### config.mk
export PLATFORM = sky130hd
export DESIGN_NAME = gem_trig_link_formatter
export DESIGN_NICKNAME = d
export VERILOG_FILES = /design/src/rtl/gem_trig_link_formatter.sv
export SDC_FILE = /design/constraint.sdc
export NUM_CORES = 1
export LEC_CHECK = 0
export ABC_AREA = 0
export CAP_MARGIN = 10
export CORE_ASPECT_RATIO = 1.1
export CORE_MARGIN = 4
export CORE_UTILIZATION = 40
export DETAILED_ROUTE_END_ITERATION = 6
export PLACE_DENSITY = 0.72
export SLEW_MARGIN = 10
export SYNTH_ARGS = -nofsm -noshare
export SYNTH_HDL_FRONTEND = slang
export SYNTH_SLANG_ARGS = --single-unit
### constraint.sdc
create_clock -name TRG_CLK80 -period 2.3 [get_ports TRG_CLK80]
set_input_delay 0.46 -clock TRG_CLK80 [delete_from_list [all_inputs] [get_ports TRG_CLK80]]
set_output_delay 0.46 -clock TRG_CLK80 [all_outputs]
set_load 0.02 [all_outputs]
### src/rtl/gem_trig_link_formatter.sv
// Multi-link GEM trigger-fiber formatter: K-char framed S-bit payloads with sync FSM and PRBS-31 test source.
// Optional: define GEM_TRIG_LINK_BC0_MARKER_EN to mark BC0 frames with a K28.2 separator.

module gem_trig_link_lane #(
  parameter int FRAME_WORDS = 2,
  parameter int DW          = 32*FRAME_WORDS-8,
  parameter int WCW         = 1
) (
  input  logic           TRG_CLK80,
  input  logic           TRG_RST,
  input  logic           run,
  input  logic           cap_en,
  input  logic           last_w,
  input  logic [WCW-1:0] wcnt,
  input  logic [DW-1:0]  pay,
  input  logic           ovf,
  input  logic           bc0_mark,
  input  logic [7:0]     seq_sep,
  output logic [31:0]    tx_data,
  output logic [3:0]     tx_isk
);
  // Word 0 goes out live, so only the remaining DW-32 payload bits need holding.
  logic [DW-33:0]                hold;
  logic [7:0]                    sep;
  logic [FRAME_WORDS-1:0][31:0]  words;

  always_comb begin
    sep = bc0_mark ? 8'h5C : (ovf ? 8'hFC : seq_sep);
    words = '0;
    words[0] = pay[DW-1 -: 32];
    for (int k = 1; k < FRAME_WORDS-1; k++)
      words[k] = hold[DW-33-32*(k-1) -: 32];
    words[FRAME_WORDS-1] = {hold[23:0], sep};
  end

  always_ff @(posedge TRG_CLK80) begin
    if (TRG_RST) begin
      hold    <= '0;
      tx_data <= 32'h50BC50BC;
      tx_isk  <= 4'b0101;
    end else begin
      if (cap_en) hold <= pay[DW-33:0];
      if (run) begin
        tx_data <= words[wcnt];
        tx_isk  <= last_w ? 4'b0001 : 4'b0000;
      end else begin
        tx_data <= 32'h50BC50BC;
        tx_isk  <= 4'b0101;
      end
    end
  end
endmodule

module gem_trig_link_formatter #(
  parameter int NLINKS         = 2,
  parameter int FRAME_WORDS    = 2,
  parameter int FRAME_CTRL_TTC = 0,
  parameter int SYNC_FRAMES    = 4,
  parameter int LTNCY_BITS     = 8
) (
  input  logic                              TRG_CLK80,
  input  logic                              TRG_RST,
  input  logic [NLINKS*(32*FRAME_WORDS-8)-1:0] GEM_DATA,
  input  logic [NLINKS-1:0]                 GEM_OVERFLOW,
  input  logic [11:0]                       BXN_COUNTER,
  input  logic                              BC0,
  input  logic                              ENA_TEST_PAT,
  input  logic                              PRBS_RST,
  input  logic                              INJ_ERR,
  output logic [NLINKS*32-1:0]              TRG_TX_DATA,
  output logic [NLINKS*4-1:0]               TRG_TX_ISK,
  output logic                              FRAME_START,
  output logic                              TX_SYNC_DONE,
  output logic                              LTNCY_TRIG
);
  localparam int DW  = 32*FRAME_WORDS-8;
  localparam int WCW = $clog2(FRAME_WORDS);
  localparam int SCW = $clog2(SYNC_FRAMES)+1;
  localparam logic [30:0] SEED = 31'h7FFFFFFF;

  typedef enum logic [1:0] {ST_RESET, ST_SYNC, ST_RUN} state_t;
  state_t state, state_nxt;

  logic [WCW-1:0]        wcnt;
  logic [SCW-1:0]        sync_cnt;
  logic [1:0]            fcnt;
  logic                  last_w, cap_en, bc0_mark;
  logic [30:0]           lfsr;
  logic [DW-1:0]         prbs_word;
  logic [7:0]            prbs_sr;
  logic                  prbs_hold;
  logic                  inj_q, armed, inj_flip;
  logic [LTNCY_BITS-1:0] lcnt;
  logic [1:0]            seq_code;
  logic [7:0]            seq_sep;
  logic                  unused_in;
  logic [NLINKS-1:0][DW-1:0] pay;
  logic [NLINKS-1:0][31:0]   tx_data;
  logic [NLINKS-1:0][3:0]    tx_isk;

  assign last_w    = (wcnt == WCW'(FRAME_WORDS-1));
  assign cap_en    = (state != ST_RESET) && (wcnt == '0);
  assign inj_flip  = cap_en && armed;
  assign prbs_hold = PRBS_RST || (|prbs_sr);
  assign unused_in = ^{BXN_COUNTER, BC0};

  always_ff @(posedge TRG_CLK80) begin
    if (TRG_RST) state <= ST_RESET;
    else         state <= state_nxt;
  end

  always_comb begin
    state_nxt = state;
    case (state)
      ST_RESET: state_nxt = ST_SYNC;
      ST_SYNC:  if (last_w && sync_cnt == SCW'(SYNC_FRAMES-1)) state_nxt = ST_RUN;
      default:  state_nxt = ST_RUN;
    endcase
  end

  always_ff @(posedge TRG_CLK80) begin
    if (TRG_RST || state == ST_RESET) begin
      wcnt     <= '0;
      sync_cnt <= '0;
      fcnt     <= '0;
    end else begin
      wcnt <= last_w ? '0 : WCW'(wcnt + 1'b1);
      if (last_w) begin
        fcnt <= bc0_mark ? 2'd0 : fcnt + 2'd1;
        if (state == ST_SYNC) sync_cnt <= sync_cnt + 1'b1;
      end
    end
  end

`ifdef GEM_TRIG_LINK_BC0_MARKER_EN
  logic bc0_f;
  always_ff @(posedge TRG_CLK80) begin
    if (TRG_RST || state == ST_RESET) bc0_f <= 1'b0;
    else if (cap_en)                  bc0_f <= BC0;
  end
  assign bc0_mark = bc0_f;
`else
  assign bc0_mark = 1'b0;
`endif

  // Next DW bits of the Fibonacci PRBS-31; the first generated bit lands in the MSB.
  always_comb begin
    logic [30:0] s;
    logic        b;
    s = lfsr;
    b = 1'b0;
    prbs_word = '0;
    for (int i = DW-1; i >= 0; i--) begin
      b = s[30] ^ s[27];
      prbs_word[i] = b;
      s = {s[29:0], b};
    end
  end

  // DW >= 31, so the last 31 generated bits are exactly the advanced LFSR state.
  always_ff @(posedge TRG_CLK80) begin
    if (TRG_RST) begin
      lfsr    <= SEED;
      prbs_sr <= '1;
    end else begin
      if (PRBS_RST)    prbs_sr <= '1;
      else if (cap_en) prbs_sr <= {prbs_sr[6:0], 1'b0};
      if (PRBS_RST)    lfsr <= SEED;
      else if (cap_en) lfsr <= prbs_hold ? SEED : prbs_word[30:0];
    end
  end

  always_ff @(posedge TRG_CLK80) begin
    if (TRG_RST) begin
      inj_q <= 1'b0;
      armed <= 1'b0;
    end else begin
      inj_q <= INJ_ERR;
      if (inj_flip)                armed <= 1'b0;
      else if (INJ_ERR && !inj_q)  armed <= 1'b1;
    end
  end

  always_comb begin
    seq_code = (FRAME_CTRL_TTC != 0) ? BXN_COUNTER[1:0] : fcnt;
    case (seq_code)
      2'd0:    seq_sep = 8'hBC;
      2'd1:    seq_sep = 8'hF7;
      2'd2:    seq_sep = 8'hFB;
      default: seq_sep = 8'hFD;
    endcase
  end

  for (genvar n = 0; n < NLINKS; n++) begin : g_lane
    assign pay[n] = (ENA_TEST_PAT ? prbs_word : GEM_DATA[n*DW +: DW])
                  ^ {{(DW-1){1'b0}}, (n == 0) && inj_flip};

    gem_trig_link_lane #(.FRAME_WORDS(FRAME_WORDS), .DW(DW), .WCW(WCW)) u_lane (
      .TRG_CLK80 (TRG_CLK80),
      .TRG_RST   (TRG_RST),
      .run       (state == ST_RUN),
      .cap_en    (cap_en),
      .last_w    (last_w),
      .wcnt      (wcnt),
      .pay       (pay[n]),
      .ovf       (GEM_OVERFLOW[n]),
      .bc0_mark  (bc0_mark),
      .seq_sep   (seq_sep),
      .tx_data   (tx_data[n]),
      .tx_isk    (tx_isk[n])
    );
  end

  assign TRG_TX_DATA = tx_data;
  assign TRG_TX_ISK  = tx_isk;

  always_ff @(posedge TRG_CLK80) begin
    if (TRG_RST) begin
      FRAME_START  <= 1'b0;
      TX_SYNC_DONE <= 1'b0;
      LTNCY_TRIG   <= 1'b0;
      lcnt         <= '0;
    end else begin
      FRAME_START  <= cap_en;
      TX_SYNC_DONE <= (state == ST_RUN);
      LTNCY_TRIG   <= (state != ST_RESET) && (lcnt == '0);
      lcnt         <= (state == ST_RESET) ? '0 : lcnt + 1'b1;
    end
  end
endmodule

==> impl_metrics.ini, run 1 <==
[layout]
finalNetCount = 1233
area_delta_synth_final_pct = 30.9
drive_gt1_frac = 0.0823
num_antenna_cells = 0
layout.cells.non_filler = 1358

[synth]
netlist.area_leader.share = 0.425
syn_area_sq_um = 8190
synth-adder-area-share = 0.0107
yosysTopAreaCell = dfxtp_1
ys.flop_type = dfxtp_1
synth_cell_types = 52
async_reset_ff_frac = 0
synth-compound-area-share = 0.242
ys_top_cells_by_area = dfxtp_1 (43%), a211o_1 (8.2%), a21oi_1 (5.9%), nor2_1 (5.7%), xnor2_1 (5.2%)
synth-seq-cells = 174
yosysSeqAreaShare = 0.425
synth-xor-area-share = 0.0696
synth-simple-area-share = 0.169
netlist_instances = 972
avgSynthCellArea_sq_um = 8.43
synth_top_family_by_area = compound AO/OA/AOI/OAI gates
synth-edff-count = 0
synth_warnings = 0
muxShareOfSynthArea = 0.00855

[setup_path]
startpoint_type = register
cp.arrival_ns = 2.25
required_ns = 2.60
endpoint_kind = register
worst-path-max-fanout = 22
crit_type = reg -> reg

[floorplan]
dieArea_sq_um = 22800
rows = 54
num_io_pins = 207
dieWidth_microns = 144
start_util = 0.410
die_h_microns = 158
core_area_sq_um = 20000

[routing]
dr_total_vias = 7303
routed_via_density = 5.38
ant_nets = 0
drt-pass1-iter-count = 5
drc = 0
drt_iter0_markers = 434
wl_per_cell_microns = 17.3
wirelength_microns = 23400

[sta]
drv_slew = 0
fin_tns_setup_ns = 0
fin_skew_ns = 0.00925
min_period_ns = 1.96
hold_viol = 0
worstMarginPinSlew_ns = 0.701
fmaxAchievable_mhz = 511
finalSetupViolations = 0
fin_crit_sh = 0.851
holdWs_ns = 0.363
rsz0062_at_grt = no
slew_headroom = 0.533

[global_routing]
grt_max_degree = 88
grt-ovfl-total = 0
antenna_found_initial = 0
grt_usage = 0.198
grt_pass1_vias = 6740
grt_pass1_wl_microns = 35900

[clocking]
clk_path_buf_depth = 2
clkTransAtPathRegs_ns = 0.07
cts_hold_buf = 0
clk_latency_ns = 0.43
tritoncts = done
numCtsBuffers = 17
cts_root_buf = clkbuf_16
htree_levels = 4
cts_sinks = 174
post_cts_resized = 0
cts_setup_buffers = 0

[pwr]
peakVddDrop_mv = 0.484
leakagePower_uw = 0.00407
power.density_nw_per_um2 = 625

[status]
status = completed

[place]
port_buffers = 189
place_congestion = 0.785
dp_cells = 1327
dp_hpwl_microns = 16200

[run]
drv_cap = 0

[worst_hold_path]
hp-class = in -> reg
-- worst max-delay path, stage by stage (launching register included) --
cell and delay, ns:
dfxtp_1 0.32, or4_1 0.74, buf_4 0.32, nor4_2 0.30, a32oi_1 0.14
-- cell families (layout without fill, tap and decap cells) --
family,after synthesis,after routing
AOI/OAI and AO/OA,278,278
adders and majority gates,7,7
xor gates and xnor gates,60,60
and+or+nand+nor,302,302
muxes,7,7
other,1,4
buffers and inverters,143,274
DFF,174,174
-- per-stage QoR --
step | power (uW) | worst slack, ns | util | area, sq um
4_1_cts | 6750 | 0.359 | 0.536 | 10700
3_3_place_gp | 3850 | 0.395 | 0.507 | 10100
6_report | 6710 | 0.342 | 0.536 | 10700
2_1_floorplan | 3560 | 0.707 | - | 8200
3_5_place_dp | 3860 | 0.366 | 0.507 | 10100
5_1_grt | 6930 | 0.211 | 0.536 | 10700
-- final cells by class --
cell class / instances / area [sq um]
Tap cell: 252 / 315
Clock inverter: 12 / 135
Fill cell: 1851 / 9270
Multi-Input combinational cell: 658 / 4120
Sequential cell: 174 / 3490
Timing Repair Buffer: 211 / 2090
Inverter: 32 / 120
Clock buffer: 19 / 454
-- state kept, by name, summed over array words and instances, names as in the netlist --
name / cells
state: 2
FRAME_START: 1
LTNCY_TRIG: 1
fcnt: 2
g_lane.u_lane.hold: 48
armed: 1
lcnt: 8
sync_cnt: 3
inj_q: 1
g_lane.u_lane.tx_data: 64
g_lane.u_lane.tx_isk: 2
TX_SYNC_DONE: 1
last_w: 1
prbs_sr: 8
lfsr: 31
-- cells in the final DEF (no fill, tap or decap), types with 3 or more instances in the layout --
master           instances
a211o_1                 77
a21oi_1                 97
a221o_1                 16
a22oi_1                  5
a32oi_1                 14
and3_1                   5
buf_12                   3
buf_4                   19
clkbuf_16               18
clkdlybuf4s50_1        187
clkinvlp_4               4
conb_1                   4
dfxtp_1                173
ha_1                     7
inv_1                   29
mux2i_1                  7
nand2_1                103
nand3_1                 12
nor2_1                 123
nor2b_1                  5
nor4_1                   8
nor4_2                   8
o211ai_1                12
o21ai_0                 15
o21ai_1                  6
o311ai_1                 8
o31ai_1                 15
or2_2                   19
or3_1                    5
or4_1                    3
xnor2_1                 49
xor2_1                   8
xor3_1                   3
-- power breakdown --
group | total [uW] | switching, uW | internal [uW]
Clock | 2910 | 1250 | 1660
Sequential | 3120 | 43.2 | 3070
Combinational | 678 | 328 | 350
Total | 6710 | 1620 | 5090
-- final timing paths --
path / start / to / slack (ns) / cells after the start
setup / recovery: prbs_sr[2]$_SDFFE_PP1P_ / lfsr[17]$_SDFFE_PP1P_ / 0.34 / 4
setup reg to reg: prbs_sr[2]$_SDFFE_PP1P_ / lfsr[17]$_SDFFE_PP1P_ / 0.34 / 4
hold reg to reg: g_lane[1].u_lane.hold[18]$_SDFFE_PP0P_ / g_lane[1].u_lane.hold[18]$_SDFFE_PP0P_ / 0.45 / 2
hold / removal: TRG_RST / state[1]$_SDFFE_PP0P_ / 0.36 / 2
-- metal layers --
layer,global-route usage,part of all wire
met1,0.254,0.43
met2,0.327,0.48
met3,0.0529,0.074
met4,0.0542,0.015
met5,0,0
-- Yosys cell counts (3+ instances only) --
master    count
o21ai_0      15
a211o_1      77
o21bai_1      3
a21oi_1      97
nor2b_1       5
nor4_1        8
xor2_1        8
a221o_1      16
buf_1         8
or4_1         3
buf_2        26
nand2_1     103
ha_1          7
buf_4         7
nor4_2        8
xor3_1        3
nand3_1      12
a22oi_1       5
a32oi_1      14
o211ai_1     12
or3_1         5
dfxtp_1     174
o21ai_1       6
o311ai_1      8
o31ai_1      15
clkbuf_1     68
and3_1        5
or2_2        19
nor2_1      124
mux2i_1       7
inv_1        29
xnor2_1      49
(Power assumes the default switching activity.)
==> run 2: changes to the inputs <==
Clock period 2.3 ns to 2.05 ns, I/O delays scaled along.
==> run 2 against run 1 <==
  * Total power grew 17%
  * Routed wire length fell by 0.58%
  * Critical path depth is 3 lower
  * Core utilization is 0.77 points higher
  * Hold slack lost 0.11 ns
  * Sequential power grew 12%
  * First-iteration DRC count rose by 18%
  * Combinational power grew 15%
  * Flip-flop and latch count unchanged
  * Clock skew is 0.0012 ns lower
  * Sequential share of layout area fell by 0.46 points
  * Via count up 0.30%
  * Highest routed layer unchanged
==> impl_metrics.ini, run 2 (synthesis results as in run 1) <==
[sta]
drv_slew = 0
fin_tns_setup_ns = 0
fin_skew_ns = 0.00806
finalSetupViolations = 0
worstMarginPinSlew_ns = 0.578
fin_crit_sh = 0.888
rsz0062_at_grt = no
slew_headroom = 0.615
fmaxAchievable_mhz = 550
hold_viol = 0
min_period_ns = 1.82

[setup_path]
critPathTopFamily = buffers and inverters
path_cells = clkdlybuf4s50_1
cp_slowest_stage_delay_ns = 0.67
startpoint = g_lane[1].u_lane.tx_data[29]$_SDFF_PP0_
path_buf_inv = 1
cp_slowest_cell = clkdlybuf4s50_1
cp.arrival_ns = 1.41
required_ns = 1.64
startpoint_type = register
endpoint_kind = output port
crit_type = reg -> out
r2r_start = prbs_sr[2]$_SDFFE_PP1P_
worst-path-max-fanout = 1

[clocking]
cts_sinks = 174
cts_setup_buffers = 0
numCtsBuffers = 17
clk_path_buf_depth = 2
cts_root_buf = clkbuf_16
post_cts_resized = 0
clk_latency_ns = 0.43
tritoncts = done
htree_levels = 4
cts_hold_buf = 0
clkTransAtPathRegs_ns = 0.07

[place]
dp_cells = 1331
dp_hpwl_microns = 16100
place_congestion = 0.793
port_buffers = 189
dpl_cell_area_sq_um = 10200

[floorplan]
core_area_sq_um = 20000
num_io_pins = 207
dieWidth_microns = 144
die_h_microns = 158
dieArea_sq_um = 22800
rows = 54
start_util = 0.410

[layout]
finalNetCount = 1237
largest_reg_flops = 64
layout.cells.non_filler = 1362
largest-register = g_lane.u_lane.tx_data
final_cell_area_sq_um = 10900
num_antenna_cells = 0
fillerInstances = 1844
final_common_cell = clkdlybuf4s50_1
reg_top3 = g_lane.u_lane.tx_data: 64 flops, g_lane.u_lane.hold: 48 flops, lfsr: 31 flops
layout_common_cells = clkdlybuf4s50_1 (187), dfxtp_1 (173), nor2_1 (123)
area_delta_synth_final_pct = 32.8
drive_gt1_frac = 0.0856

[global_routing]
grt_usage = 0.201
grt_pass1_wl_microns = 36400
grt_pass1_vias = 6919
antenna_found_initial = 0
grt-ovfl-total = 0
grt_max_degree = 88

[routing]
wl_per_cell_microns = 17.1
ant_nets = 0
drt-pass1-iter-count = 5
wirelength_microns = 23300
routed_via_density = 5.38
dr_total_vias = 7325
drc = 0
drt_iter0_markers = 511

[pwr]
finalPower_uw = 7870
peakVddDrop_mv = 0.671
power.density_nw_per_um2 = 723
leakagePower_uw = 0.00415

[run]
drv_cap = 0

[worst_hold_path]
hold_path_startpoint = TRG_RST
hp-class = in -> reg

[status]
status = completed
-- run 2: metal layers --
| metal | global-route usage | share of wire | up-vias |
|---|---|---|---|
| li1 | - | - | 3617 |
| met1 | 0.265 | 0.43 | 3427 |
| met3 | 0.0514 | 0.079 | 30 |
| met5 | 0 | 0 | - |
| met4 | 0.0618 | 0.019 | 0 |
| met2 | 0.325 | 0.47 | 251 |
-- run 2: where the power goes --
part / switching [uW] / internal, uW
sequential: 46.0 / 3450
clock: 1390 / 2200
combinational: 373 / 407
-- run 2: worst paths after layout --
kind                                            to  slack [ns]  cells after the start
min                        TX_SYNC_DONE$_SDFF_PP0_        0.25                      2
max                                TRG_TX_DATA[61]        0.23                      1
max reg2reg                   lfsr[6]$_SDFFE_PP1P_        0.29                      4
min reg2reg  g_lane[0].u_lane.hold[7]$_SDFFE_PP0P_        0.45                      2
-- run 2: area by class of cell --
type	count	area (sq um)	share of cell area
Timing Repair Buffer	215	2180	0.201
Clock buffer	19	443	0.0407
Tap cell	252	315	0.0290
Inverter	32	120	0.0110
Sequential cell	174	3490	0.320
Clock inverter	12	208	0.0191
Multi-Input combinational cell	658	4120	0.379
-- run 2: metrics by stage --
step,hold slack (ns),worst slack [ns],util
floorplan,0.431,0.457,-
global placement,0.438,0.318,0.512
detailed placement,0.443,0.274,0.512
CTS,0.247,0.216,0.544
global route,0.259,0.198,0.544
finish,0.254,0.230,0.544
==> run 3: changes to the inputs <==
Settings changed: CORE_MARGIN 4 to not set.
==> run 3 against run 2 <==
  * The run now ends with design-rule violations left
  * Global-route usage up 1.6 points
  * Clock power fell by 3%
  * Register-to-register slack is essentially flat
  * Maximum frequency up 0.74%
  * Sequential power is essentially flat
  * Flip-flop and latch count unchanged
  * Die area is 7.8% lower
  * Core utilization barely moved
  * Largest cell class unchanged
  * Largest power group unchanged
==> impl_metrics.ini, run 3 (synthesis results as in run 1) <==
[setup_path]
r2r_end = lfsr[24]$_SDFFE_PP1P_
path_buf_inv = 1
cp_slowest_cell = clkdlybuf4s50_1
required_ns = 1.64
rrSetupSlack_ns = 0.28
worst-path-max-fanout = 1
path_cells = clkdlybuf4s50_1
crit_type = reg -> out
cp_slowest_stage_delay_ns = 0.65
r2r_start = prbs_sr[7]$_SDFFE_PP1P_
cp.arrival_ns = 1.40
critPathTopFamily = buffers and inverters
reg2reg_depth = 4
startpoint_type = register
worstSetupPathDepth = 1
endpoint_kind = output port

[sta]
finalSetupViolations = 0
hold_viol = 0
min_period_ns = 1.81
fmaxAchievable_mhz = 554
fin_tns_setup_ns = 0
rsz0062_at_grt = no
worstMarginPinSlew_ns = 0.521
fin_skew_ns = 0.0100
fin_crit_sh = 0.881
slew_headroom = 0.652
drv_slew = 0

[pwr]
leakagePower_uw = 0.00413
peakVddDrop_mv = 0.625
power.density_nw_per_um2 = 716

[layout]
finalNetCount = 1236
largest-register = g_lane.u_lane.tx_data
drive_gt1_frac = 0.0847
reg_top3 = g_lane.u_lane.tx_data: 64 flops, g_lane.u_lane.hold: 48 flops, lfsr: 31 flops
layout_common_cells = clkdlybuf4s50_1 (187), dfxtp_1 (173), nor2_1 (123)
final_cell_area_sq_um = 10800
final_common_cell = clkdlybuf4s50_1
area_delta_synth_final_pct = 32.4
layout.cells.non_filler = 1362
fillerInstances = 1762
num_antenna_cells = 0
largest_reg_flops = 64

[run]
drv_cap = 0

[place]
dp_hpwl_microns = 15500
dp_cells = 1330
dpl_cell_area_sq_um = 10200
port_buffers = 189
place_congestion = 0.778

[worst_hold_path]
hold_path_startpoint = TRG_RST
min_path_cells = 3
hp-class = in -> reg
holdPathEnd = TX_SYNC_DONE$_SDFF_PP0_

[routing]
drt_iter0_markers = 581
dr_total_vias = 7311
routed_via_density = 5.37
drt-pass1-iter-count = 7
ant_nets = 0
wirelength_microns = 22800
drc = 30
wl_per_cell_microns = 16.7

[clocking]
numCtsBuffers = 17
tritoncts = done
clkTransAtPathRegs_ns = 0.07
cts_hold_buf = 0
cts_root_buf = clkbuf_16
post_cts_resized = 0
cts_sinks = 174
clk_path_buf_depth = 2
htree_levels = 4
clk_latency_ns = 0.43
cts_setup_buffers = 0

[status]
violations = design-rule violations
status = finished, violations left

[global_routing]
grt_pass1_wl_microns = 36600
grt_pass1_vias = 6880
grt-ovfl-total = 0
busiest_layer = met2
grt_use_met3 = 0.0397
grt_util_met2 = 0.362
use_met1 = 0.280
grt_usage = 0.217
grt_max_degree = 77
antenna_found_initial = 0

[floorplan]
die_h_microns = 152
core_area_sq_um = 19900
start_util = 0.411
rows = 54
dieWidth_microns = 138
num_io_pins = 207
dieArea_sq_um = 21100
[run 3: metal layers]
metal,wire length (microns),share of wire
met3,1340,0.059
met4,408,0.018
met5,0,0
met2,10900,0.48
met1,10100,0.44
[run 3: cell type report]
cell class              count  area [sq um]  area share
clock inverters            10           161      0.0149
flip-flops and latches    174          3490       0.322
clock buffers              22           474      0.0437
repair buffers            214          2160       0.199
inverters                  32           120      0.0111
well taps                 252           315      0.0291
multi-input cells         658          4120       0.380
[run 3: worst max path at each step]
stage                                                  startpoint                    end  slack (ns)
after detailed placement                  prbs_sr[7]$_SDFFE_PP1P_  lfsr[24]$_SDFFE_PP1P_        0.30
after CTS                 g_lane[0].u_lane.tx_data[26]$_SDFF_PP0_        TRG_TX_DATA[26]        0.24
after global routing                      prbs_sr[6]$_SDFFE_PP1P_  lfsr[24]$_SDFFE_PP1P_        0.20
after global placement                    prbs_sr[7]$_SDFFE_PP1P_  lfsr[24]$_SDFFE_PP1P_        0.30
after floorplan                           prbs_sr[2]$_SDFFE_PP1P_  lfsr[17]$_SDFFE_PP1P_        0.46
final                     g_lane[1].u_lane.tx_data[31]$_SDFF_PP0_        TRG_TX_DATA[63]        0.24
[run 3: stage by stage]
step                       util  worst slack [ns]  power [uW]  hold slack [ns]
after floorplan               -             0.457        3990            0.431
after global placement    0.512             0.302        4330            0.439
after detailed placement  0.512             0.300        4340            0.443
after CTS                 0.544             0.237        7810            0.355
after global routing      0.544             0.196        8040            0.365
final                     0.544             0.244        7770            0.356
[run 3: report_power, final]
part / internal [uW] / leakage, uW / switching [uW] / total (uW)
Sequential: 3450 / 0.00141 / 41.6 / 3490
Combinational: 403 / 0.00242 / 378 / 781
Clock: 2140 / 0.000302 / 1360 / 3500
Total: 5990 / 0.00413 / 1780 / 7770
